### src/rtl/slurm16_periph_pkg.sv
// Shared definitions for slurm16 bus peripherals: register map, STATUS layout
// and the UART serialiser state encoding.
package slurm16_periph_pkg;

   localparam logic [1:0] RegData   = 2'd0;
   localparam logic [1:0] RegStatus = 2'd1;
   localparam logic [1:0] RegBaud   = 2'd2;

   localparam int unsigned StatusFullBit    = 0;
   localparam int unsigned StatusEmptyBit   = 1;
   localparam int unsigned StatusActiveBit  = 2;
   localparam int unsigned StatusCountLsb   = 11;
   localparam int unsigned StatusCountWidth = 5;

   typedef enum logic [1:0] {StIdle, StStart, StData, StStop} ser_state_e;

   // A zero divisor would give a one-clock bit; the line runs at two clocks instead.
   function automatic logic [15:0] clamp_divisor(input logic [15:0] div);
      return (div == 16'd0) ? 16'd1 : div;
   endfunction

endpackage

### src/rtl/sync_fifo.sv
// Single-clock FIFO with separate occupancy counter; push and pop may occur in
// the same cycle, including when full.
module sync_fifo #(
   parameter int unsigned WIDTH = 8,
   parameter int unsigned DEPTH = 16,
   localparam int unsigned AW = $clog2(DEPTH),
   localparam int unsigned CW = $clog2(DEPTH + 1)
) (
   input  logic             clk,
   input  logic             rst_n,
   input  logic             push,
   input  logic             pop,
   input  logic [WIDTH-1:0] wdata,
   output logic [WIDTH-1:0] rdata,
   output logic             full,
   output logic             empty,
   output logic [CW-1:0]    count
);

   logic [WIDTH-1:0] mem [DEPTH];
   logic [AW-1:0]    wptr_q, rptr_q;
   logic [CW-1:0]    count_q;
   logic             do_push, do_pop;

   assign empty   = (count_q == '0);
   assign full    = (count_q == CW'(DEPTH));
   assign do_pop  = pop & ~empty;
   // A pop in the same cycle frees the head slot, so a full FIFO still accepts.
   assign do_push = push & (~full | do_pop);

   always_ff @(posedge clk or negedge rst_n) begin
      if (!rst_n) begin
         wptr_q  <= '0;
         rptr_q  <= '0;
         count_q <= '0;
      end else begin
         if (do_push) wptr_q <= wptr_q + AW'(1);
         if (do_pop)  rptr_q <= rptr_q + AW'(1);
         if (do_push && !do_pop) begin
            count_q <= count_q + CW'(1);
         end else if (do_pop && !do_push) begin
            count_q <= count_q - CW'(1);
         end
      end
   end

   always_ff @(posedge clk) begin
      if (do_push) mem[wptr_q] <= wdata;
   end

   assign rdata = mem[rptr_q];
   assign count = count_q;

endmodule

### src/rtl/uart_tx_peripheral.sv
// Memory-mapped 8N1 UART transmitter on the slurm16 bus: register decode, write
// stall on a full FIFO, programmable baud down-counter and the serialiser FSM.
module uart_tx_peripheral
   import slurm16_periph_pkg::*;
#(
   parameter int unsigned CLOCK_FREQ = 10000000,
   parameter int unsigned BAUD_RATE  = 115200,
   parameter int unsigned FIFO_DEPTH = 16,
   parameter int unsigned BITS       = 16
) (
   input  logic            CLK,
   input  logic            RSTb,
   input  logic            SEL,
   input  logic [1:0]      ADDRESS,
   input  logic [BITS-1:0] DATA_IN,
   output logic [BITS-1:0] DATA_OUT,
   input  logic            memWR,
   input  logic            memRD,
   output logic            memBUSY,
   output logic            TX
);

   localparam int unsigned CW        = $clog2(FIFO_DEPTH + 1);
   localparam logic [15:0] ResetBaud = 16'(CLOCK_FREQ / BAUD_RATE - 1);

   logic            wr_en, rd_en, data_wr;
   logic            fifo_push, fifo_pop, fifo_full, fifo_empty;
   logic [7:0]      fifo_rdata;
   logic [CW-1:0]   fifo_count;
   logic [15:0]     baud_q, baud_cnt_q, divisor;
   ser_state_e      state_q;
   logic [7:0]      shift_q;
   logic [2:0]      bit_cnt_q;
   logic            tx_q;
   logic            bit_end;
   logic [BITS-1:0] rd_data, data_out_q;

   // Write wins over a simultaneous read; the read then returns zero.
   assign wr_en     = SEL & memWR;
   assign rd_en     = SEL & memRD & ~memWR;
   assign data_wr   = wr_en & (ADDRESS == RegData);
   assign fifo_pop  = (state_q == StIdle) & ~fifo_empty;
   assign fifo_push = data_wr & (~fifo_full | fifo_pop);
   assign memBUSY   = data_wr & fifo_full & ~fifo_pop;
   assign divisor   = clamp_divisor(baud_q);
   assign bit_end   = (baud_cnt_q == 16'd0);

   sync_fifo #(
      .WIDTH(8),
      .DEPTH(FIFO_DEPTH)
   ) u_fifo (
      .clk  (CLK),
      .rst_n(RSTb),
      .push (fifo_push),
      .pop  (fifo_pop),
      .wdata(DATA_IN[7:0]),
      .rdata(fifo_rdata),
      .full (fifo_full),
      .empty(fifo_empty),
      .count(fifo_count)
   );

   always_comb begin
      rd_data = '0;
      case (ADDRESS)
         RegStatus: begin
            rd_data[StatusCountLsb +: StatusCountWidth] = StatusCountWidth'(fifo_count);
            rd_data[StatusActiveBit] = (state_q != StIdle);
            rd_data[StatusEmptyBit]  = fifo_empty;
            rd_data[StatusFullBit]   = fifo_full;
         end
         RegBaud: rd_data[15:0] = baud_q;
         default: rd_data = '0;
      endcase
   end

   always_ff @(posedge CLK or negedge RSTb) begin
      if (!RSTb) begin
         baud_q     <= ResetBaud;
         data_out_q <= '0;
      end else begin
         if (wr_en && ADDRESS == RegBaud) baud_q <= DATA_IN[15:0];
         data_out_q <= rd_en ? rd_data : '0;
      end
   end

   // The counter reloads from the live divisor at each bit boundary, so a BAUD
   // write lands on the next bit rather than stretching the current one.
   always_ff @(posedge CLK or negedge RSTb) begin
      if (!RSTb) begin
         state_q    <= StIdle;
         tx_q       <= 1'b1;
         shift_q    <= '0;
         bit_cnt_q  <= '0;
         baud_cnt_q <= '0;
      end else begin
         case (state_q)
            StIdle: begin
               tx_q <= 1'b1;
               if (!fifo_empty) begin
                  shift_q    <= fifo_rdata;
                  baud_cnt_q <= divisor;
                  tx_q       <= 1'b0;
                  state_q    <= StStart;
               end
            end
            StStart: begin
               if (bit_end) begin
                  baud_cnt_q <= divisor;
                  bit_cnt_q  <= '0;
                  tx_q       <= shift_q[0];
                  state_q    <= StData;
               end else begin
                  baud_cnt_q <= baud_cnt_q - 16'd1;
               end
            end
            StData: begin
               if (bit_end) begin
                  baud_cnt_q <= divisor;
                  if (bit_cnt_q == 3'd7) begin
                     tx_q    <= 1'b1;
                     state_q <= StStop;
                  end else begin
                     bit_cnt_q <= bit_cnt_q + 3'd1;
                     shift_q   <= {1'b0, shift_q[7:1]};
                     tx_q      <= shift_q[1];
                  end
               end else begin
                  baud_cnt_q <= baud_cnt_q - 16'd1;
               end
            end
            StStop: begin
               if (bit_end) begin
                  state_q <= StIdle;
               end else begin
                  baud_cnt_q <= baud_cnt_q - 16'd1;
               end
            end
            default: state_q <= StIdle;
         endcase
      end
   end

   assign TX       = tx_q;
   assign DATA_OUT = data_out_q;

endmodule

### config.mk
export PLATFORM = sky130hd
export DESIGN_NAME = uart_tx_peripheral
export DESIGN_NICKNAME = d
export VERILOG_FILES = /design/src/rtl/slurm16_periph_pkg.sv /design/src/rtl/sync_fifo.sv /design/src/rtl/uart_tx_peripheral.sv
export SDC_FILE = /design/constraint.sdc
export NUM_CORES = 1
export LEC_CHECK = 0
export BUFFER_PORTS_ARGS = -buffer_cell sky130_fd_sc_hd__buf_2
export CAP_MARGIN = 10
export CORE_MARGIN = 4
export CORE_UTILIZATION = 56
export DETAILED_ROUTE_END_ITERATION = 12
export PLACE_DENSITY = 0.78
export SLEW_MARGIN = 20
export SYNTH_ARGS = -nofsm -noshare
export SYNTH_HDL_FRONTEND = slang
export SYNTH_SLANG_ARGS = --single-unit
export TNS_END_PERCENT = 30
### constraint.sdc
create_clock -name CLK -period 3.2 [get_ports CLK]
set_clock_uncertainty 0.05 [all_clocks]
set_input_delay 0.64 -clock CLK [delete_from_list [all_inputs] [get_ports CLK]]
set_output_delay 0.64 -clock CLK [all_outputs]
set_load 0.005 [all_outputs]
* Yosys cells after proc, flatten, opt, wreduce, memory -nomap -nowiden
Memory sizes are Yosys's and may differ from the RTL's. Index checks and enable logic that the tools add are counted.
Word-level totals: input port bits 23, logic and storage cells 100, output and inout bits 18, memories kept 1, bits in latches 0, register bits after elaboration 75, bits in read-only memories 0, RAM bits 128
Cells by class: equality and inequality tests 14, shift operators 0, mux-type cells 32, magnitude comparators 0, $mul 0, add/subtract/negate cells 6, reductions and logical operators 21, divide/modulo/power cells 0, bitwise logic cells 16
Memory list:
- u_fifo.mem | words 16, width 8, rd ports 1, clocked after Yosys merged registers in 0, write ports 1, RTL line sync_fifo.sv:20 | logic [WIDTH-1:0] mem [DEPTH];
Operator list (count):
- $mux 16 | 5
- $pmux 16 s3 | 1
- $logic_not 16->1 | 2
- $mux 8 | 4
- $pmux 8 s2 | 1
- $sub 16x1->16 const B | 1
- $ne 2x2->1 const B | 7
- $pmux 3 s2 | 2
- $and 1x1->1 | 10
- $mux 2 | 5
- $mux 5 | 2
- $pmux 5 s2 | 1
- $mux 3 | 3
- $add 4x1->4 const B | 2
- $pmux 2 s4 | 1
- $reduce_and 4->1 | 2
- $reduce_bool 2->1 | 4
- $eq 2x2->1 const B | 3
- $mux 1 | 6
- $add 5x1->5 const B | 1
- $eq 5x5->1 const B | 1
- $logic_not 5->1 | 1
- $reduce_and 5->1 | 1
- $sub 5x1->5 const B | 1
- 13 further kinds | 22

* Logic depth before layout (Yosys ltp)
word-level depth 10, depth in mapped cells 13, mapped depth without buffers 13

* Modules after synthesis
A second synthesis with hierarchy kept.
Second synthesis, totals: cells, all modules 620, area, all modules 8901.0 µm²
By module, submodules not included:
- sync_fifo | area an instance 5715.5 µm², times used 1, sequential area each 4169.0 µm², cells each 323
- uart_tx_peripheral | area an instance 3185.6 µm², times used 1, sequential area each 1557.7 µm², cells each 297

* Worst setup path after synthesis
OpenSTA, ideal clock, no wires.
path type input-to-reg, start point input ADDRESS[0], end point register u_fifo.count_q[4] (netlist: u_fifo.count[4]), data required time 3.016 ns, data arrival time 2.768 ns, path buffers 0, setup slack 0.248 ns, stages on the path 12, library setup time 0.134 ns, cell sequence inv_1 > ha_1 > nand3_1 > a31oi_1 > ha_1 > inv_1 > fa_1 > a21o_1 > a21oi_1 > xnor2_1 > nor2_1 > xor2_1
On the way: cells in the longest elaborated chain, start to end 7, elaborated cells between the ends (all ways) 9, those cells by class mux (1); bitwise (3); reduce/logical (5)
RTL lines:
- start, declared | RTL line uart_tx_peripheral.sv:14 | input logic [1:0] ADDRESS,
- $logic_not 2->1 * | RTL line uart_tx_peripheral.sv:41 | assign data_wr = wr_en & (ADDRESS == RegData);
- $and 1x1->1 * | RTL line uart_tx_peripheral.sv:41
- $and 1x1->1 * | RTL line uart_tx_peripheral.sv:43 | assign fifo_push = data_wr & (~fifo_full | fifo_pop);
- $and 1x1->1 * | RTL line sync_fifo.sv:29 | assign do_push = push & (~full | do_pop);
- net u_fifo.do_push | RTL line sync_fifo.sv:23 | logic do_push, do_pop;
- $logic_not 1->1 | RTL line sync_fifo.sv:41 | end else if (do_pop && !do_push) begin
- $logic_and 1x1->1 | RTL line sync_fifo.sv:41
- $reduce_bool 2->1 (no line)
- end signal, assigned | RTL line sync_fifo.sv:40 | count_q <= count_q + CW'(1);
- end signal, assigned | RTL line sync_fifo.sv:42 | count_q <= count_q - CW'(1);
- end, declared | RTL line sync_fifo.sv:22 | logic [CW-1:0] count_q;
Mark *: on every way through the listed nets, which the timed path passes. The rest lies on a longest branch. A chain may end at the register's enable or synchronous reset.

* Worst setup path in the final report
start point register u_fifo.count_q[1] (netlist: u_fifo.count[1]), end point register u_fifo.count_q[4] (netlist: u_fifo.count[4])
On the way: cells in the longest elaborated chain, start to end 9, elaborated cells between the ends (all ways) 19, those cells by class add/sub (2); eq/ne (1); mux (2); bitwise (8); reduce/logical (6)
RTL lines:
- $logic_not 5->1 | RTL line sync_fifo.sv:25 | assign empty = (count_q == '0);
- $not 1->1 | RTL line sync_fifo.sv:27, uart_tx_peripheral.sv:42
- $and 1x1->1 | RTL line uart_tx_peripheral.sv:42 | assign fifo_pop = (state_q == StIdle) & ~fifo_empty;
- $or 1x1->1 or $and 1x1->1 (tied branches) | RTL line uart_tx_peripheral.sv:43, sync_fifo.sv:27
- $and 1x1->1 or $or 1x1->1 (tied branches) | RTL line uart_tx_peripheral.sv:43, sync_fifo.sv:29
- $and 1x1->1 | RTL line sync_fifo.sv:29
- $logic_not 1->1 | RTL line sync_fifo.sv:41
- $logic_and 1x1->1 | RTL line sync_fifo.sv:41
- $reduce_bool 2->1 (no line)
Several ways; a longest one is shown, not always the timed one. The select of a mux whose other input is x is not followed.

==> results.ini <==
[sta]
maxSlewViolCount = 0
post-route-period-util_pct = 94.3
worstMarginPinSlew_ns = 0.936
relSlewSlack_pct = 37.6
layout_min_cycle_time_ns = 3.02
finalSetupViolCount = 0
hold_violations = 0
max_freq_ghz = 0.331

[power_and_ir_drop]
powerDensity_nw_per_um2 = 884
max-vdd-ir-drop_uv = 581
p_leak_uw = 0.00382
p_total_uw = 8910

[detailed_routing]
drt-initial-drc-count = 630
totalWireLength_um = 20100
antenna_left = 0
avgRoutedWirePerCell_um = 22.9
dr_total_vias = 5455
dr.pass1.iters = 5
vias_per_cell = 6.20
drc = 0

[grt]
grt_use_total_pct = 23.1
top_usage_layer = met2
grt_antenna_before_repair = 0
use_met1_pct = 31.7
use_met2_pct = 38.7
grt_util_met3_pct = 3.59
globalRouteOverflowTotal = 0
grt_start_max_net_pins = 76
grt_pass1_vias = 5591
grt_pass1_wl_um = 31900

[die]
die_area_um2 = 17800
start_util_pct = 57.6
die_x_um = 133
io_pins = 41
fp.dieH_um = 133
fp.coreArea_um2 = 15300
core.rowCount = 45

[logic_synthesis]
avgSynthCellArea_um2 = 14.9
synth_warnings = 0
syn_nets = 637
synth.yosys.seq_area_share_pct = 64.9
synthCells = 592
ys.flop_type = edfxtp_1
async_flop_share_pct = 36.9
synth_seq_cells = 203
synth_edf_count = 128
ys_types = 64
synthesis.area_um2 = 8820

[placed_design]
globalplace.congestion = 0.926
place_hpwl_um = 13100
numPortBuffers = 40
dpl_cell_area_um2 = 9370

[run_status]
status = complete, no violations

[finish]
fin_nets = 698
antennaDiodeCount = 0
drive_gt1_share_pct = 26.2
nFillCells = 1057
post-route-util_pct = 65.8
fin_area_um2 = 10100
areaGrowthSynthToFinish_pct = 14.2
multi_input_area_um2 = 2890
most-common-layout-cells = edfxtp_1, dfrtp_1, nor2_1, buf_2, mux4_2
final_common_cell = edfxtp_1
regArea_um2 = 5730

[clock_tree]
clk_latency_ns = 0.53
ctsHtreeMaxLevel = 1
cts_tree = built
cts-root-buf = clkbuf_16
clk_pin_slew_ns = 0.06
cts_buffer_depth = 3
holdBufCountCts = 0
cts.sinks = 203
numCtsBuffers = 22

[worst_setup_path]
crit_arrival_ns = 3.37
critPathKind = reg2reg
critPathCaptureType = register
start_kind = register
worst_ep_required_time_ns = 3.55
crit_path_max_fanout = 6

[hold_path]
hp-class = in2async

[flow_run]
drv_cap = 0

## final timing paths
kind	from	to	slack (ns)	cells past startpoint
setup / recovery	u_fifo.count[1]$_DFFE_PN0P_	u_fifo.count[4]$_DFFE_PN0P_	0.18	12
hold / removal	RSTb	shift_q[4]$_DFFE_PN0P_	0.22	1
setup reg to reg	u_fifo.count[1]$_DFFE_PN0P_	u_fifo.count[4]$_DFFE_PN0P_	0.18	12
hold reg to reg	shift_q[5]$_DFFE_PN0P_	shift_q[5]$_DFFE_PN0P_	0.47	2
max in group asynchronous	RSTb	u_fifo.count[1]$_DFFE_PN0P_	2.23	1
min in group CLK	DATA_IN[12]	baud_q[12]$_DFFE_PN0P_	0.30	2
## cells by family after synthesis
group / share of synthesized area (%)
AOI/OAI and AO/OA: 9.25
xor gates and xnor gates: 1.09
adders and majority gates: 3.21
buffers and inverters: 2.45
DFF: 64.9
muxes: 11.4
and+or+nand+nor: 7.65
## layout make-up
| cell class | count | area share (%) |
|---|---|---|
| Inverter | 19 | 0.708 |
| Clock inverter | 12 | 1.06 |
| Tap cell | 211 | 2.62 |
| Multi-Input combinational cell | 338 | 28.7 |
| Sequential cell | 203 | 56.9 |
| Timing Repair Buffer | 69 | 4.30 |
| Clock buffer | 28 | 5.79 |
## cells in the mapped netlist, types with 4 or more instances
master	n	share of area, %
a21o_1	5	0.43
a21oi_1	24	1.4
a221o_1	4	0.45
a22oi_1	26	2.2
and2_1	9	0.64
buf_1	4	0.17
buf_2	8	0.45
clkbuf_1	18	0.77
dfrtp_1	70	20
dfstp_2	5	1.5
edfxtp_1	128	44
ha_1	21	3.0
inv_1	19	0.81
mux2_2	21	2.7
mux2i_1	5	0.57
mux4_2	32	8.2
nand2_1	27	1.1
nand3_1	11	0.62
nor2_1	43	1.8
nor3_1	11	0.62
nor4_1	12	0.85
o21ai_0	17	0.96
or3_1	4	0.28
or4_1	4	0.34
xnor2_1	9	0.89
## per-stage QoR
stage | hold WS, ns | cells | setup TNS (ns) | setup WS, ns
6_report | 0.217 | 880 | 0 | 0.181
5_1_grt | 0.286 | 880 | -0.00168 | -0.00168
4_1_cts | 0.251 | 880 | 0 | 0.0930
3_5_place_dp | 0.439 | 840 | 0 | 0.173
3_3_place_gp | 0.439 | 840 | 0 | 0.276
2_1_floorplan | 0.294 | 592 | 0 | 0.248
## metal layers
metal / up-vias / part of all wire [%]
met5: - / 0
met4: 0 / 2.7
met3: 53 / 5.8
met2: 222 / 51
met1: 2764 / 40
li1: 2416 / -
## registers in the layout, indices dropped and copies added (netlist names), 3 cells and up
register       cells
baud_cnt_q        16
baud_q            16
DATA_OUT          16
u_fifo.rptr_q      4
u_fifo.mem       128
shift_q            8
bit_cnt_q          3
u_fifo.count       5
u_fifo.wptr_q      4
## critical path, stage by stage (launching register included)
cell	delay, ns
dfrtp_2	0.46
or4_4	0.57
nor2_2	0.13
nor2_1	0.09
inv_1	0.13
ha_1	0.21
inv_1	0.12
fa_1	0.42
a21o_1	0.18
a21oi_1	0.19
xnor2_1	0.14
nor2_1	0.07
xor2_1	0.15
## report_power, final
part           internal (µW)  switching, µW  total [µW]  leakage, µW
combinational           1350           1620        2970      0.00139
sequential              3130            419        3550      0.00209
clock                   1380           1010        2380     0.000338
total                   5860           3050        8910      0.00382
## repair_timing
action / CTS / global route
endpoints found under the setup margin: 0 / 1
hold endpoints to repair: 0 / 0
setup buffers: 0 / 0
resized for setup: 0 / 4
Note: power is estimated with default switching activity, not from simulation.
